==> src/rtl/uart_host_rx.sv <==
// uart_host_rx: 8N1 serial receiver with PIC-style SPBRG/BRGH timing, byte FIFO and sticky errors
module uart_host_rx #(
   parameter int FIFO_DEPTH = 4
) (
   input  logic                         clk,
   input  logic                         rst_n,
   input  logic                         en,
   input  logic                         brgh,
   input  logic [7:0]                   spbrg,
   input  logic                         rxd,
   input  logic                         rd_en,
   output logic [7:0]                   rd_data,
   output logic                         rd_valid,
   output logic [$clog2(FIFO_DEPTH):0]  count,
   output logic                         framing_err,
   output logic                         overrun_err,
   input  logic                         err_clr
);
   localparam int AW = $clog2(FIFO_DEPTH);
   typedef enum logic [1:0] {IDLE, START, DATA, STOP} state_t;
   state_t state, state_nx;
   logic rxd_m, rxd_s, rxd_p;
   logic [9:0] presc, lim;
   logic [3:0] tick;
   logic [2:0] bit_cnt;
   logic [7:0] sh;
   logic s7, s8;
   logic start_edge, run, decide, vote, shift, push, ferr_set, ovr_set;
   logic [7:0] mem [FIFO_DEPTH];
   logic [AW-1:0] wp, rp;
   logic full, do_push, do_pop;

   always_ff @(posedge clk or negedge rst_n)
      if (!rst_n) {rxd_m, rxd_s, rxd_p} <= 3'b111;
      else {rxd_m, rxd_s, rxd_p} <= {rxd, rxd_m, rxd_s};

   // prescaler limit is (spbrg+1)-1 or 4*(spbrg+1)-1 clocks per tick
   assign lim        = brgh ? {2'b00, spbrg} : {spbrg, 2'b11};
   assign start_edge = en && !rxd_s && rxd_p && state == IDLE;
   assign run        = en && (state != IDLE || start_edge);
   assign decide     = state != IDLE && tick == 4'd9 && presc == '0;
   assign vote       = (s7 & s8) | (s7 & rxd_s) | (s8 & rxd_s);

   always_ff @(posedge clk or negedge rst_n)
      if (!rst_n) begin
         presc <= '0;
         tick  <= '0;
      end else if (!run) begin
         presc <= '0;
         tick  <= '0;
      end else if (presc >= lim) begin
         presc <= '0;
         tick  <= tick + 4'd1;
      end else presc <= presc + 10'd1;

   always_ff @(posedge clk or negedge rst_n)
      if (!rst_n) begin
         s7 <= 1'b1;
         s8 <= 1'b1;
      end else if (presc == '0) begin
         s7 <= tick == 4'd7 ? rxd_s : s7;
         s8 <= tick == 4'd8 ? rxd_s : s8;
      end

   always_ff @(posedge clk or negedge rst_n)
      if (!rst_n) state <= IDLE;
      else state <= state_nx;

   always_comb begin
      state_nx = state;
      case (state)
         IDLE:    state_nx = start_edge ? START : IDLE;
         START:   state_nx = decide ? (vote ? IDLE : DATA) : START;
         DATA:    state_nx = decide && bit_cnt == 3'd7 ? STOP : DATA;
         default: state_nx = decide ? IDLE : STOP;
      endcase
      if (!en) state_nx = IDLE;
   end

   always_comb begin
      shift    = en && state == DATA && decide;
      push     = en && state == STOP && decide && vote;
      ferr_set = en && state == STOP && decide && !vote;
   end

   always_ff @(posedge clk or negedge rst_n)
      if (!rst_n) begin
         bit_cnt <= '0;
         sh      <= '0;
      end else begin
         bit_cnt <= state != DATA ? 3'd0 : bit_cnt + {2'b00, shift};
         sh      <= shift ? {vote, sh[7:1]} : sh;
      end

   // a pop frees a slot in the same cycle, so push at full succeeds alongside rd_en
   assign full    = count == (AW+1)'(FIFO_DEPTH);
   assign do_pop  = rd_en && count != '0;
   assign do_push = push && (!full || do_pop);
   assign ovr_set = push && full && !do_pop;

   always_ff @(posedge clk)
      if (do_push) mem[wp] <= sh;

   always_ff @(posedge clk or negedge rst_n)
      if (!rst_n) begin
         wp          <= '0;
         rp          <= '0;
         count       <= '0;
         framing_err <= 1'b0;
         overrun_err <= 1'b0;
      end else begin
         wp          <= wp + AW'(do_push);
         rp          <= rp + AW'(do_pop);
         count       <= count + (AW+1)'(do_push) - (AW+1)'(do_pop);
         framing_err <= ferr_set | (framing_err & ~err_clr);
         overrun_err <= ovr_set | (overrun_err & ~err_clr);
      end

   assign rd_valid = count != '0;
   assign rd_data  = rd_valid ? mem[rp] : 8'h00;
endmodule

==> config.mk <==
export PLATFORM = sky130hd
export DESIGN_NAME = uart_host_rx
export DESIGN_NICKNAME = d
export VERILOG_FILES = /design/src/rtl/uart_host_rx.sv
export SDC_FILE = /design/constraint.sdc
export NUM_CORES = 1
export LEC_CHECK = 0
export ABC_CLOCK_PERIOD_IN_PS = 3100
export BUFFER_PORTS_ARGS = -buffer_cell sky130_fd_sc_hd__buf_4
export CORE_UTILIZATION = 25
export DETAILED_ROUTE_END_ITERATION = 8
export PLACE_DENSITY = 0.49
export SLEW_MARGIN = 40
export SYNTH_ARGS = -nofsm -noshare
export SYNTH_HDL_FRONTEND = slang
export SYNTH_SLANG_ARGS = --single-unit
==> constraint.sdc <==
create_clock -name clk -period 3.1 [get_ports clk]
set_input_delay 0.775 -clock clk [delete_from_list [all_inputs] [get_ports clk]]
set_output_delay 0.775 -clock clk [all_outputs]
set_load 0.02 [all_outputs]
### Yosys cells after proc, flatten, opt, wreduce, memory -nomap -nowiden

Memory sizes are Yosys's and may differ from the RTL's.
Cells that the tools add are included.

| cells by class | value |
|---|---|
| bitwise gates (word level) | 10 |
| $add $sub $neg | 7 |
| reductions and logical operators | 29 |
| $lt $le $gt $ge | 1 |
| eq/ne operators | 10 |
| multiplexer cells | 16 |

Operator list:

| cell | number |
|---|---|
| two-way mux 10 bit | 3 |
| logical AND 1 bit | 17 |
| adder 10 x 1 -> 10 bit (second input constant) | 1 |
| greater-or-equal comparator 10 bit | 1 |
| logical NOT 10 bit | 1 |
| equality test 4 bit (second input constant) | 2 |
| two-way mux 2 bit | 4 |
| two-way mux 4 bit | 2 |
| two-way mux 8 bit | 1 |
| adder 3 x 1 -> 3 bit | 2 |
| equality test 3 bit (second input constant) | 2 |
| one-hot mux 2 bit (3 select lines) | 1 |
| bitwise AND 1 bit | 5 |
| adder 2 x 1 -> 2 bit | 2 |
| adder 4 x 1 -> 4 bit (second input constant) | 1 |
| equality test 2 bit (second input constant) | 2 |
| equality test 4 x 3 -> 1 bit (second input constant) | 1 |
| logical NOT 1 bit | 4 |
| two-way mux 1 bit | 4 |
| OR 1 bit | 4 |
| AND reduction 2 bit | 2 |
| two-way mux 3 bit | 1 |
| nonzero test 3 bit | 1 |
| subtractor 3 x 1 -> 3 bit | 1 |
| other kinds (7) | 8 |

| word-level totals | value |
|---|---|
| logic and storage cells | 89 |
| bits in writable memories | 32 |
| register bits | 41 |
| bits of input ports | 15 |
| memories kept | 1 |
| output and inout bits | 14 |

Memories:

| memory | depth | width | read ports | clocked after Yosys merged registers in | wr ports | RTL line | RTL |
|---|---|---|---|---|---|---|---|
| mem | 4 | 8 | 1 | 0 | 1 | 29 | `logic [7:0] mem [FIFO_DEPTH];` |

### Depth between registers and ports, before layout

Gate-level depths: netlist (run 1).

| depth | value |
|---|---|
| depth after elaboration | 8 |
| depth in mapped cells | 12 |
| mapped depth without buffers | 10 |

### Worst setup path after synthesis (run 1)

OpenSTA, ideal clock, no wires.

| timing path | value |
|---|---|
| path type | reg-to-reg |
| start point | reg presc[5] |
| end point | reg count[2] |
| period minus slack after synthesis | 2924 ps |
| cell stages (with the launch flop) | 12 |
| required time | 2977 ps |
| setup slack | 176 ps |
| path buffers | 2 |
| data arrival time | 2802 ps |
| setup time | 123 ps |
| cell sequence | dfrtp_1 > nor4_2 > nand3b_1 > or3_1 > buf_2 > or3_4 > buf_6 > ha_1 > inv_1 > ha_1 > fa_1 > xnor2_1 |

| on the way | value |
|---|---|
| word-level cells in the longest chain between the ends | 7 |

Ends and longest elaborated chain:

| item | RTL line | RTL |
|---|---|---|
| start: declaration | 23 | `logic [9:0] presc, lim;` |
| start signal: assignment | 54 | `end else presc <= presc + 10'd1;` |
| logical NOT 10 bit | 41 | `assign decide = state != IDLE && tick == 4'd9 && presc == '0;` |
| logical AND 1 bit | 41 |  |
| logical AND 1 bit (2 in a row) | 82 | `push = en && state == STOP && decide && vote;` |
| logical AND 1 bit | 98 | `assign do_push = push && (!full \|\| do_pop);` |
| adder 3 x 1 -> 3 bit | 114 | `count <= count + (AW+1)'(do_push) - (AW+1)'(do_pop);` |
| subtractor 3 x 1 -> 3 bit | 114 |  |
| end signal: assignment | 114 |  |
| end: declaration | 14 | `output logic [$clog2(FIFO_DEPTH):0] count,` |

Every way passes these cells.
A chain may end at the register's enable or synchronous reset.

### Final worst setup path (run 1)

Same ends and word-level chain as after synthesis.

==> results.md, run 1 <==
- Status: completed
- Top cells by count, synth: 36 x dfrtp_1, 32 x edfxtp_1, 21 x ha_1
- Mapped cell area: about 3500 sq um
- Max Clock Freq: around 0.35 GHz
- Max stage delay on crit path: roughly 0.45 ns
- Residual DRC count: 0
- Register area share after synthesis: 0.5677
- Worst slew margin: 0.4897
- Clock root cell: clkbuf_16
- Clock period minus worst slack: around 2.9 ns
- H-tree depth: 3
- Global-route wire length before repair: around 11000 um
- Layout cells sized above 1: 0.2476
- Via count: between 2k and 2.5k
- Slowest cell on crit path: dfrtp_1
- Share of the synthesized area in the top cell type: 0.2737
- Clock skew: between 0.007 and 0.008 ns
- Final net count: around 340
- Worst VDD drop: between 0.2 and 0.25 mV
- Number of routed nets with antenna violations: 0
- Leak: about 1.8 nW
- WL per Instance: between 10 and 15 um
- Max cap viols: 0
- Top post-synthesis cells by area: edfxtp_1 27%, dfrtp_1 26%, ha_1 7.5%
- Post-DP HPWL: between 4000 and 5000 um
- PwrDens: approximately 580 nW/um^2
- Die span in x: roughly 120 um
- Initial Util: 0.2610
- Unrepaired setup endpoints after global routing: false
- DR vias/cell: roughly 4.4
- Core Footprint: about 13000 sq um
- Clock transition at the registers of the reported paths: approximately 0.06 ns
- TritonCTS Buffers: 9
- Syn Inst Count: approximately 270
- Postcts setup bufs: 0
- EDFF count, synth: 32
- First DRT Iteration DRCs: about 150
- Syn_nets: between 300 and 400
- DIE AREA: 14520 sq um
- Fillers: roughly 1.4k
- Hold Path Class: reg2reg
- Clock buffer depth: 2
- Final hold slack: between 0.3 and 0.4 ns
- Port Buffers: 28
- CP delay by family, top: simple AND/OR/NAND/NOR gates
- Buf+Inv Stages, Crit Path: 1
- Post-route cell area: about 4200 sq um
- Initial antenna violation count: 0
- Post-synth ARST share: 0.5616
- Cell total after placement: ~470
- GRT Total Usage: 0.1023
- CP Capture Type: register
- Final period utilization: 0.9313
- Finish-stage setup viols: 0
- Post-Syn Area per Cell: 13.25 sq um
- Post-CTS sizing: 0
- Overall routed net length: roughly 6600 um
- Type of origin of the critical path: register
- Cell-by-cell trace of the critical path: nor4_2, nand3b_1, or3_1, or3_4, ha_1, inv_1, ha_1, fa_1, xnor2_1
- Slew Viols, Final: 0
- Top cell by count, worst path: ha_1
- Synth Flop Type: dfrtp_1
- # diodes: 0
- CP Class: reg2reg
- Largest net degree at the start of global routing: 42
- CTS tree: done
- Slew @ Worst Pin: ~0.76 ns
- Die H: ~120 um
- Crit path required time: about 3.3 ns
- Vias in the first global route: roughly 2.2k
- Count leader, synth: dfrtp_1
- DRT Pass-1 Iters: 3
- Setup TNS Final: 0 ns
- FF+latch count, synth: 73
- # IOs: 29
- Final cell count without fillers: 483
- Worst-Skew Late Latency: between 0.3 and 0.4 ns
- GP Congestion: 0.7713
- Synth Warn #: 0
- Hold-fix buffers, CTS: 0
- Largest driver fanout on the critical path: 6
- DP Area: roughly 4000 sq um
- Leading area contributor after synthesis: edfxtp_1
- TritonCTS Sinks: between 70 and 80
- Remaining Overflow, GRT: 0
- CP arrival: roughly 3.1 ns
- Final Hold Fails: 0
- Synth-to-layout area growth: 20.71%
- Core Rows: 42
- Distinct cell type count after synthesis: 47
-- area by class of cell --
| class | count | area (sq um) | area share |
|---|---|---|---|
| Multi-Input combinational cell | 167 | 1414 | 0.3336 |
| Timing Repair Buffer | 34 | 255.2 | 0.06023 |
| Clock inverter | 5 | 57.56 | 0.01358 |
| Sequential cell | 73 | 1993 | 0.4703 |
| Inverter | 17 | 65.06 | 0.01535 |
| Tap cell | 176 | 220.2 | 0.05196 |
| Clock buffer | 11 | 232.7 | 0.05492 |
-- final timing paths --
kind / from / to / slack (ns) / cells after the start
max: presc[5] / count[2] / 0.21 / 9
min: rxd_m / rxd_s / 0.36 / 0
max reg2reg: presc[5] / count[2] / 0.21 / 9
min reg2reg: rxd_m / rxd_s / 0.36 / 0
max in group asynchronous: rst_n / rxd_p / 2.28 / 1
min in group asynchronous: rst_n / presc[1] / 0.43 / 1
-- sequential cells by signal (all words and copies together), names as in the netlist, 2 cells and up --
| register | count |
|---|---|
| mem | 32 |
| sh | 8 |
| count | 3 |
| presc | 10 |
| bit_cnt | 3 |
| rp | 2 |
| tick | 4 |
| state | 2 |
| wp | 2 |
-- power breakdown --
| group | leakage, nW | internal (W) | total [W] | switching, W |
|---|---|---|---|---|
| Combinational | 0.777 | 0.000150 | 0.000293 | 0.000144 |
| Sequential | 0.915 | 0.00105 | 0.00114 | 0.0000915 |
| Clock | 0.143 | 0.000623 | 0.00101 | 0.000383 |
| Total | 1.83 | 0.00182 | 0.00244 | 0.000618 |
-- worst register-to-register path, delay by kind of cell (launching register included) --
family / cells / cell delay (ns)
AND/OR/NAND/NOR: 4 / 1.30
adder cells (fa/ha/maj): 3 / 0.85
flip-flops: 1 / 0.45
XOR/XNOR: 1 / 0.13
buffers and inverters: 1 / 0.04
-- layout by cell type, fill, tap and decap left out, types with 2 or more instances in the layout --
cell type,n
clkbuf_16,9
mux2_2,10
edfxtp_1,32
nand3_1,9
clkinv_4,2
inv_1,16
a41oi_1,2
clkbuf_1,2
dfstp_2,5
and2_1,3
nor3_1,6
nand2_1,5
clkinv_2,3
nand3b_1,3
nor3b_2,2
ha_1,21
nand2b_1,5
nor2_1,16
a21oi_1,6
dfrtp_1,36
buf_4,34
nor2b_1,11
o32ai_1,2
o21ai_0,5
xor2_1,7
mux4_2,8
and3_1,3
o31ai_1,2
xnor2_1,6
or4_1,3
nand4_1,6
mux2i_1,6
or3_1,5
-- logic make-up after synthesis --
family | after synthesis | share of synthesized area
AO/OA/AOI/OAI | 26 | 0.05204
AND/OR/NAND/NOR | 81 | 0.1344
XOR/XNOR | 13 | 0.03243
adder cells (fa/ha/maj) | 23 | 0.08339
flip-flops | 73 | 0.5677
multiplexers | 24 | 0.1005
buffers and inverters | 25 | 0.02958
-- routing by layer --
metal / vias to the layer above / wire [um] / track usage
li1: 1050 / - / -
met1: 1043 / 3021 / 0.1277
met2: 30 / 3263 / 0.1631
met3: 11 / 208 / 0.03113
met4: 0 / 126 / 0.04475
met5: - / 0 / 0
-- metrics by stage --
stage               setup WS [ns]  utilization  power, W
floorplan                  0.1758            -  0.001327
global placement           0.2558       0.2934  0.001453
detailed placement         0.2062       0.2934  0.001461
CTS                        0.1948       0.3150  0.002475
global route              0.07463       0.3150  0.002557
finish                     0.2129       0.3150  0.002437
No activity file was read; power rests on OpenSTA's default activity.
==> run 2: changes to the inputs <==
Settings changed: CORE_UTILIZATION 25 to 31, PLACE_DENSITY 0.49 to 0.57.
==> run 2 against run 1 <==
  * Clock skew shrank 0.0019 ns
  * Clock power hardly changed
  * Core utilization up 6.7 points
  * Fmax shrank 0.16%
  * Cell count fell by 7.7%
  * Wire length shrank 2.8%
  * Setup slack worse by 0.0047 ns
  * Total power is 0.70% lower
  * Sequential cell count stayed put
  * Combinational power about the same
  * Sequential share of layout area rose by 0.63 points
  * Die area is 19% lower
  * Critical endpoint unchanged
  * Largest cell class unchanged
==> results.md, run 2 (synthesis results as in run 1) <==
- Clock skew: 0.005605 ns (-0.001855 ns)
- Global-route wire length before repair: 10870 um (-2.5%)
- Total Power: 0.002420 W (-0.70%)
- Status: completed
- Net Switching: 0.0006689 W (+8.3%)
- Fillers: 1082 (-22%)
- Max cap viols: 0 (unchanged)
- Overall routed net length: 6437 um (-2.8%)
- # IOs: 29 (unchanged)
- Top cell by count, worst path: ha_1
- Worst slew margin: 0.4802 (-0.009489)
- Final Hold Fails: 0 (unchanged)
- Internal: 0.001751 W (-3.7%)
- Core Rows: 38 (-9.5%)
- Post-CTS sizing: 0 (unchanged)
- Switching Share: 0.2764 (+0.02286)
- DP Area: 3895 sq um (-1.3%)
- Largest driver fanout on the critical path: 6 (unchanged)
- Hold path startpoint: rxd_m
- # diodes: 0 (unchanged)
- CP arrival: 3.11 ns (about the same)
- Worst-Skew Late Latency: 0.34 ns (about the same)
- Hold-fix buffers, CTS: 0 (unchanged)
- Via count: 2141 (+0.33%)
- Vias in the first global route: 2234 (+3.9%)
- Residual DRC count: 0 (unchanged)
- DIE AREA: 11750 sq um (-19%)
- Final cell count without fillers: 446 (-7.7%)
- Top reg by flops: mem
- Hold Crit Depth: 0 (unchanged)
- Port Buffers: 28 (unchanged)
- Hold Path End: rxd_s
- Remaining Overflow, GRT: 0 (unchanged)
- Clock power frac: 0.410 (-0.003)
- Setup TNS Final: 0 ns (unchanged)
- Worst VDD drop: 0.2612 mV (+23%)
- Leak: 1.822 nW (-0.72%)
- Postcts setup bufs: 0 (unchanged)
- Buf+Inv Stages, Crit Path: 1 (unchanged)
- Synth-to-layout area growth: 19.10%
- Biggest regs: mem x32, presc x10, sh x8
- Flop pwr share: 0.469 (+0.002)
- Max Clock Freq: 0.3458 GHz (-0.16%)
- DR vias/cell: 4.800 (+8.7%)
- Crit path required time: 3.32 ns (about the same)
- Cell total after placement: 430 (-7.9%)
- Footprint of the multi-input gates: 1414 sq um (unchanged)
- Slowest cell on crit path: dfrtp_1
- Finish-stage setup viols: 0 (unchanged)
- DRT Pass-1 Iters: 4 (+1)
- Initial Util: 0.3211 (+0.06008)
- GRT Total Usage: 0.1247 (+0.02238)
- Slew Viols, Final: 0 (unchanged)
- R2R Path Start: presc[5]
- Slew @ Worst Pin: 0.7731 ns (+0.01411 ns)
- Post-DP HPWL: 4502 um (-4.2%)
- Initial antenna violation count: 0 (unchanged)
- CP Capture Type: register
- Clock period minus worst slack: 2.892 ns (+0.004678 ns)
- Sequential cell area: 1993 sq um (unchanged)
- H-tree depth: 3 (unchanged)
- Commonest non-fill, non-tap cells in the layout: 36 x dfrtp_1, 33 x buf_4, 32 x edfxtp_1, 21 x ha_1
- Unrepaired setup endpoints after global routing: false
- Layout cells sized above 1: 0.2516 (+0.004077)
- Combinational Power Share: 0.121 (about the same)
- First DRT Iteration DRCs: 89 (-42%)
- Final net count: 338 (-0.29%)
- Reg2Reg Capture Point: count[2]
- Final period utilization: 0.9328 (+0.001509)
- WL per Instance: 14.43 um (+5.3%)
- Number of routed nets with antenna violations: 0 (unchanged)
- CP Class: reg2reg
- Post-route cell area: 4182 sq um (-1.3%)
- CTS tree: done
- Die span in x: 108.4 um (-10%)
- Clock buffer depth: 2 (unchanged)
- R2R depth: 9 (unchanged)
- Core Util, Final: 0.3824 (+0.06737)
- Most common cell after layout, fill and taps aside: dfrtp_1
- Register-to-Register Setup Slack: 0.21 ns (about the same)
- Core Footprint: 10940 sq um (-19%)
- PwrDens: 578.7 nW/um^2 (+0.64%)
- Die H: 108.4 um (-10%)
- Largest net degree at the start of global routing: 42 (unchanged)
- GP Congestion: 0.7659 (-0.70%)
- Cell-by-cell trace of the critical path: nor4_2, nand3b_1, or3_1, or3_4, ha_1, inv_1, ha_1, fa_1, xnor2_1
- TritonCTS Sinks: 73 (unchanged)
- CP delay by family, top: simple AND/OR/NAND/NOR gates
- Hold Path Class: reg2reg
- Max FFs per register: 32 (unchanged)
- Type of origin of the critical path: register
- Clock transition at the registers of the reported paths: 0.06 ns (about the same)
- Max stage delay on crit path: 0.45 ns (about the same)
- Clock root cell: clkbuf_16
- TritonCTS Buffers: 9 (unchanged)
[run 2: cell types whose count changed in the layout (fill, tap and decap cells not counted), moves of 2 or more]
cell	change
clkbuf_1	-2
clkinv_2	-2
clkinvlp_4	+2
inv_6	+2
[run 2: worst register-to-register path, stage by stage (launching register included)]
cell,delay (ns)
dfrtp_1,0.45
nor4_2,0.30
nand3b_1,0.16
or3_1,0.41
or3_4,0.44
ha_1,0.29
inv_1,0.04
ha_1,0.18
fa_1,0.38
xnor2_1,0.14
[run 2: worst max-delay path by stage]
stage / slack, ns / to / start / cells after the start
finish: 0.21 / count[2] / presc[5] / 9
global route: 0.09 / count[2] / presc[5] / 9
CTS: 0.20 / count[2] / presc[5] / 9
detailed placement: 0.22 / count[2] / presc[5] / 9
global placement: 0.26 / count[2] / presc[5] / 9
floorplan: 0.18 / count[2] / presc[5] / 11
[run 2: per-stage QoR]
step / hold slack (ns) / setup slack (ns)
detailed placement: 0.3476 / 0.2172
finish: 0.3551 / 0.2082
CTS: 0.3567 / 0.1979
global route: 0.3620 / 0.09235
floorplan: 0.3452 / 0.1758
global placement: 0.3459 / 0.2647
[run 2: layer usage]
layer | track usage | part of all wire
met4 | 0.04054 | 0.015
met3 | 0.03797 | 0.037
met5 | 0 | 0
met1 | 0.1385 | 0.44
met2 | 0.2256 | 0.51
[run 2: area by class of cell]
| type | instances | area share |
|---|---|---|
| clock buffer | 9 | 0.05386 |
| clock inverter | 7 | 0.01466 |
| inverter | 17 | 0.01556 |
| multi-input combinational | 167 | 0.3381 |
| sequential | 73 | 0.4767 |
| tap | 140 | 0.04189 |
| timing repair buffer | 33 | 0.05925 |
[run 2: power by group through the flow]
stage          Combinational, W  Clock, W  Sequential, W
2_1_floorplan          0.000208         0        0.00112
3_3_place_gp           0.000292         0        0.00116
3_5_place_dp           0.000301         0        0.00116
4_1_cts                0.000304   0.00102        0.00114
5_1_grt                0.000321   0.00105        0.00115
6_report               0.000293  0.000992        0.00113
